===== src/rtl/seq_mul32_unit_pkg.sv =====
// Shared types and constants for the iterative 32x32 multiplier.
// Latency: n/a (declarations only).
// Backpressure: n/a.
package seq_mul32_unit_pkg;

  localparam int XLEN  = 32;
  localparam int CNT_W = 5;

  // Index of the final shift-and-add step (32 steps total: 0..31).
  localparam logic [CNT_W-1:0] STEP_LAST = 5'd31;

  // Result word selection.
  localparam logic OP_MUL   = 1'b0;  // low word of the product
  localparam logic OP_MULHU = 1'b1;  // high word of the product

  typedef enum logic [1:0] {
    ST_IDLE = 2'd0,
    ST_RUN  = 2'd1,
    ST_DONE = 2'd2
  } state_e;

  // Pick the requested 32-bit word out of a 64-bit product.
  function automatic logic [XLEN-1:0] sel_word(input logic op, input logic [2*XLEN-1:0] prod);
    logic [XLEN-1:0] w;
    case (op)
      OP_MUL:   w = prod[XLEN-1:0];
      OP_MULHU: w = prod[2*XLEN-1:XLEN];
      default:  w = prod[XLEN-1:0];
    endcase
    return w;
  endfunction

endpackage


===== src/rtl/seq_mul32_unit_cla.sv =====
// 32-bit carry-lookahead adder: eight 4-bit lookahead groups chained by group generate/propagate.
// Latency: purely combinational.
// Backpressure: none.
// Ports: i_a, i_b (addends), i_cin (carry in), o_sum (32-bit sum), o_cout (carry out).
module seq_mul32_unit_cla
  import seq_mul32_unit_pkg::*;
(
  input  logic [XLEN-1:0] i_a,
  input  logic [XLEN-1:0] i_b,
  input  logic            i_cin,
  output logic [XLEN-1:0] o_sum,
  output logic            o_cout
);

  logic [XLEN-1:0]   w_g;   // bit generate
  logic [XLEN-1:0]   w_p;   // bit propagate (xor form, reused for the sum)
  logic [XLEN-1:0]   w_c;   // carry into each bit
  logic [XLEN/4:0]   w_gc;  // carry into each 4-bit group

  always_comb begin
    w_g     = i_a & i_b;
    w_p     = i_a ^ i_b;
    w_c     = '0;
    w_gc    = '0;
    w_gc[0] = i_cin;
    for (int k = 0; k < XLEN/4; k++) begin
      w_c[4*k]   = w_gc[k];
      w_c[4*k+1] = w_g[4*k] | (w_p[4*k] & w_gc[k]);
      w_c[4*k+2] = w_g[4*k+1] | (w_p[4*k+1] & w_g[4*k])
                 | (w_p[4*k+1] & w_p[4*k] & w_gc[k]);
      w_c[4*k+3] = w_g[4*k+2] | (w_p[4*k+2] & w_g[4*k+1])
                 | (w_p[4*k+2] & w_p[4*k+1] & w_g[4*k])
                 | (w_p[4*k+2] & w_p[4*k+1] & w_p[4*k] & w_gc[k]);
      // Group carry-out from group generate / group propagate.
      w_gc[k+1]  = w_g[4*k+3] | (w_p[4*k+3] & w_g[4*k+2])
                 | (w_p[4*k+3] & w_p[4*k+2] & w_g[4*k+1])
                 | (w_p[4*k+3] & w_p[4*k+2] & w_p[4*k+1] & w_g[4*k])
                 | (w_p[4*k+3] & w_p[4*k+2] & w_p[4*k+1] & w_p[4*k] & w_gc[k]);
    end
  end

  assign o_sum  = w_p ^ w_c;
  assign o_cout = w_gc[XLEN/4];

endmodule


===== src/rtl/seq_mul32_unit.sv =====
// Iterative 32x32 unsigned shift-and-add multiplier returning MUL (low) or MULHU (high) word.
// Latency: 33 cycles accept-to-result (1 cycle when an operand is zero and ZERO_BYPASS=1).
// Backpressure: in_ready only in IDLE; result held in DONE with out_valid until out_ready.
// Ports: clk, rst (sync, active-high); in_valid/in_ready, A, B, op_hi on the request side;
//        out_valid/out_ready, S (selected product word) on the result side.
module seq_mul32_unit
  import seq_mul32_unit_pkg::*;
#(
  parameter bit ZERO_BYPASS = 1'b1
) (
  input  logic        clk,
  input  logic        rst,
  input  logic        in_valid,
  output logic        in_ready,
  input  logic [31:0] A,
  input  logic [31:0] B,
  input  logic        op_hi,
  output logic        out_valid,
  input  logic        out_ready,
  output logic [31:0] S
);

  state_e              r_state;
  state_e              w_state_nxt;
  logic [CNT_W-1:0]    r_cnt;
  logic [2*XLEN-1:0]   r_acc;     // {acc_hi, acc_lo}; acc_lo starts as the multiplier
  logic [XLEN-1:0]     r_mcand;
  logic                r_op;
  logic [XLEN-1:0]     r_s;

  logic                w_run;
  logic                w_last;
  logic                w_accept;
  logic                w_zero_hit;
  logic [XLEN-1:0]     w_add_a;
  logic [XLEN-1:0]     w_add_b;
  logic [XLEN-1:0]     w_sum;
  logic                w_cout;
  logic [2*XLEN-1:0]   w_acc_nxt;

  assign w_run      = (r_state == ST_RUN);
  assign w_last     = w_run && (r_cnt == STEP_LAST);
  assign w_accept   = (r_state == ST_IDLE) && in_valid;
  assign w_zero_hit = ZERO_BYPASS && ((A == '0) || (B == '0));

  // Adder inputs are parked at zero outside RUN.
  assign w_add_a = w_run ? r_acc[2*XLEN-1:XLEN] : '0;
  assign w_add_b = (w_run && r_acc[0]) ? r_mcand : '0;

  seq_mul32_unit_cla u_cla_32bit (
    .i_a    (w_add_a),
    .i_b    (w_add_b),
    .i_cin  (1'b0),
    .o_sum  (w_sum),
    .o_cout (w_cout)
  );

  // The adder carry lands in acc[63] so the 64-bit product stays exact;
  // the consumed multiplier bit falls off the bottom.
  assign w_acc_nxt = {w_cout, w_sum, r_acc[XLEN-1:1]};

  always_ff @(posedge clk) begin
    if (rst) begin
      r_state <= ST_IDLE;
    end else begin
      r_state <= w_state_nxt;
    end
  end

  always_comb begin
    w_state_nxt = r_state;
    case (r_state)
      ST_IDLE: begin
        if (w_accept) begin
          w_state_nxt = w_zero_hit ? ST_DONE : ST_RUN;
        end
      end
      ST_RUN: begin
        if (w_last) begin
          w_state_nxt = ST_DONE;
        end
      end
      ST_DONE: begin
        if (out_ready) begin
          w_state_nxt = ST_IDLE;
        end
      end
      default: w_state_nxt = ST_IDLE;
    endcase
  end

  always_ff @(posedge clk) begin
    if (rst) begin
      r_cnt   <= '0;
      r_acc   <= '0;
      r_mcand <= '0;
      r_op    <= OP_MUL;
      r_s     <= '0;
    end else begin
      if (w_accept) begin
        r_mcand <= A;
        r_acc   <= {{XLEN{1'b0}}, B};
        r_cnt   <= '0;
        r_op    <= op_hi;
        if (w_zero_hit) begin
          r_s <= '0;
        end
      end else if (w_run) begin
        r_acc <= w_acc_nxt;
        r_cnt <= r_cnt + 1'b1;
        if (w_last) begin
          r_s <= sel_word(r_op, w_acc_nxt);
        end
      end
    end
  end

  assign in_ready  = (r_state == ST_IDLE);
  assign out_valid = (r_state == ST_DONE);
  assign S         = r_s;

endmodule


===== config.mk =====
export PLATFORM = sky130hd
export DESIGN_NAME = seq_mul32_unit
export DESIGN_NICKNAME = d
export VERILOG_FILES = /design/src/rtl/seq_mul32_unit_pkg.sv /design/src/rtl/seq_mul32_unit_cla.sv /design/src/rtl/seq_mul32_unit.sv
export SDC_FILE = /design/constraint.sdc
export NUM_CORES = 1
export LEC_CHECK = 0
export CAP_MARGIN = 25
export CORE_UTILIZATION = 44
export CTS_BUF_LIST = sky130_fd_sc_hd__clkbuf_8
export CTS_CLUSTER_SIZE = 30
export DETAILED_ROUTE_END_ITERATION = 8
export GPL_ROUTABILITY_DRIVEN = 1
export PLACE_DENSITY_LB_ADDON = 0.12
export RECOVER_POWER = 100
export SYNTH_ARGS = -nofsm -noshare
export SYNTH_HDL_FRONTEND = slang
export SYNTH_SLANG_ARGS = --single-unit

===== constraint.sdc =====
create_clock -name clk -period 5.6 [get_ports clk]
set_input_delay 1.12 -clock clk [delete_from_list [all_inputs] [get_ports clk]]
set_output_delay 1.12 -clock clk [all_outputs]
set_load 0.01 [all_outputs]

==> out/metrics.yaml <==
timing:
  slew_viol_final: 43
  timing.final.crit_period_ps: 4570
  tns_ps: 0
  worstMarginPinSlew_ps: 2400
  hold_viol_final: 0
  rsz0062_at_grt: "no"
  period_share_pct: 81.6
  skew_ps: 11.6
  slew_headroom_pct: -60.3
  setup_violations: 0
  holdWs_ps: 451
  fmax_ghz: 0.219
final_layout:
  multiInputGateArea_um2: 4060
  seq_area_um2: 2720
  final_nets: 1079
  antennaDiodeCount: 0
  areaGrowthSynthToFinish_pct: 21.7
  drive_above_1_share_pct: 4.99
  stdcell_area_um2: 8620
  num-fill-cells: 1576
  final_common_cell: "nand2_1"
  layout_common_cells: "nand2_1 (171), dfxtp_1 (136), a21oi_1 (123)"
die:
  core_um2: 15800
  ios: 103
  die_h_um: 129
  start_util_pct: 44.9
  die_w_um: 129
  floorplan.die_area_um2: 16600
  row_count: 46
worst_setup_path:
  setup.worst_path.start_class: "flop"
  cp_num_buf_inv: 1
  r2r_setup_slack_ps: 1030
  critPathSlowestCell: "nor2b_4"
  worstPathArrival_ps: 4980
  path_class: "reg -> reg"
  endpoint_kind: "flop"
  cp_max_fo: 37
  critPathTopFamily: "simple AND/OR/NAND/NOR gates"
  slowest_delay_ps: 620
  path_cells: "nor2b_4 > buf_4 > and2_0 > ha_1 > nand4_1 > or3_1 > a2111oi_4 > nor3_1 > o21ai_0 > a21oi_1 > fa_1 > xnor2_1 > mux2i_1 > nor2_1 > a21oi_1 > nor2_1"
  worst-endpoint-required_ps: 6010
synth:
  yosysTopAreaCell: "dfxtp_1"
  synth-async-reset-ratio_pct: 0
  ys_types: 50
  syn-cell-area_um2: 7080
  ys_seq_area_share_pct: 38.4
  avgSynthCellArea_um2: 7.93
  synth_edf_count: 0
  yosys-top-cells-area: "dfxtp_1 (38%), nand2_1 (9.1%), a21oi_1 (8.7%)"
  synthFlopType: "dfxtp_1"
  yosys_warnings: 0
  synth_cells: 893
  synth-seq-cells: 136
  syn_nets: 1004
  synth_top_area_share_pct: 38.4
routing:
  num_vias: 6486
  antenna_left: 0
  firstDrtPassIters: 6
  wirelength_um: 19200
  drcViolationCount: 0
  drt_iter0_drc: 562
  via_per_inst: 5.42
  wl_per_cell_um: 16.1
power_and_ir_drop:
  power_mw: 2.05
  internal_power_mw: 1.50
  power.clock.fraction_pct: 38.5
  leakage_nw: 3.52
  peakVddDrop_mv: 0.144
  p_switching_mw: 0.556
  pwr-share-comb_pct: 11.3
  powerDensity_nw_per_um2: 238
  switching_share_pct: 27.1
  power_frac_seq_pct: 50.2
place:
  portBuffers: 102
  dpl.hpwl_um: 13600
  gp_congestion: 0.890
  placed_cell_area_um2: 8260
clock_tree:
  clk_path_buf_depth: 2
  cts_resized: 0
  numCtsBuffers: 17
  cts_tree: "done"
  post-cts-setup-buffer-count: 0
  clkSlewWorstSetupHoldPaths_ps: 80
  clock_latency_ps: 460
  numClockSinks: 136
  cts-root-buf: "clkbuf_8"
  htree_levels: 4
  cts_hold_buffers: 0
run_status:
  violations: "capacitance limit, slew limit"
  outcome: "complete, but fails checks"
job:
  max_cap_violations: 1
global_routing:
  grt_max_degree: 52
  track_usage_pct: 24.0
  globalRouteOverflowTotal: 0
  antenna_found_initial: 0
  grt_pass1_wl_um: 30600
  first_global_vias: 5831
worst_hold_path:
  hp-class: "reg -> reg"
==> stage by stage <==
step           util [%]  worst slack (ps)  std cells
2_1_floorplan         -              1330        893
3_3_place_gp       52.4              1320       1165
3_5_place_dp       52.4              1220       1165
4_1_cts            54.8              1200       1197
5_1_grt            54.7               504       1197
6_report           54.7              1030       1197
==> routing by layer <==
| metal | wire [µm] | vias to the layer above | share of wire, % | global-route usage [%] |
|---|---|---|---|---|
| met1 | 10000 | 3030 | 52 | 35.7 |
| met2 | 7790 | 174 | 41 | 34.4 |
| met3 | 1190 | 19 | 6.2 | 5.20 |
| met5 | 0 | - | 0 | 0 |
| li1 | - | 3263 | - | - |
| met4 | 197 | 0 | 1.0 | 6.92 |
==> synthesized netlist by cell type (2+ instances only) <==
cell and instances:
and3_1 28, inv_1 20, clkbuf_1 51, nand2_1 171, a22oi_1 36, xor2_1 9
nand3_1 9, o21ai_1 19, buf_1 9, and2_1 30, nand2b_1 7, o21ai_0 6
nor3_1 3, ha_1 34, nand3b_1 3, a21o_1 12, a211oi_1 17, a31oi_1 3
mux2i_1 19, a21oi_1 123, xnor2_1 16, nand4_1 11, nor3b_1 2, nor2_1 65
fa_1 8, dfxtp_1 136, nor2b_1 4, nor4_1 18, a21boi_1 2, o2111ai_1 2
==> worst reg2reg max path, delay by kind of cell, from the launching register on <==
family	cells	cell delay [ps]
DFF	1	450
buffers and inverters	1	390
AOI/OAI and AO/OA	4	940
xor gates and xnor gates	1	250
adders and majority gates	2	650
muxes	1	120
and+or+nand+nor	7	1710
==> cells by family after synthesis <==
group	Yosys count	share of synthesized area, %
buffers and inverters	80	4.24
XOR/XNOR	25	3.09
multiplexers	19	2.69
flip-flops	136	38.4
adder cells (fa/ha/maj)	42	8.27
AO/OA/AOI/OAI	232	19.9
AND/OR/NAND/NOR	359	23.4
==> final timing paths <==
kind | startpoint | to | cells after the start
setup / recovery | r_state[0] | S[24] | 16
hold / removal | r_mcand[17] | r_mcand[17] | 2
hold reg to reg | r_mcand[17] | r_mcand[17] | 2
setup reg to reg | r_state[0] | S[24] | 16
==> power groups by stage <==
stage | clock network, mW | registers, mW | logic [mW]
floorplan | 0 | 1.04 | 0.136
global placement | 0 | 1.05 | 0.231
detailed placement | 0 | 1.05 | 0.231
CTS | 0.808 | 1.03 | 0.232
global route | 0.846 | 1.04 | 0.255
finish | 0.790 | 1.03 | 0.231
==> state kept, by name, indices dropped and copies added (netlist names) <==
register / cells
S: 32
r_acc: 64
r_cnt: 5
r_mcand: 32
r_op: 1
r_state: 2
==> area by class of cell <==
cell class | count | share of cell area (%)
Multi-Input combinational cell | 677 | 47.1
Sequential cell | 136 | 31.6
Clock inverter | 11 | 1.13
Clock buffer | 21 | 3.35
Timing Repair Buffer | 116 | 12.9
Inverter | 20 | 0.871
Tap cell | 216 | 3.13
No activity file was read; power rests on OpenSTA's default activity.
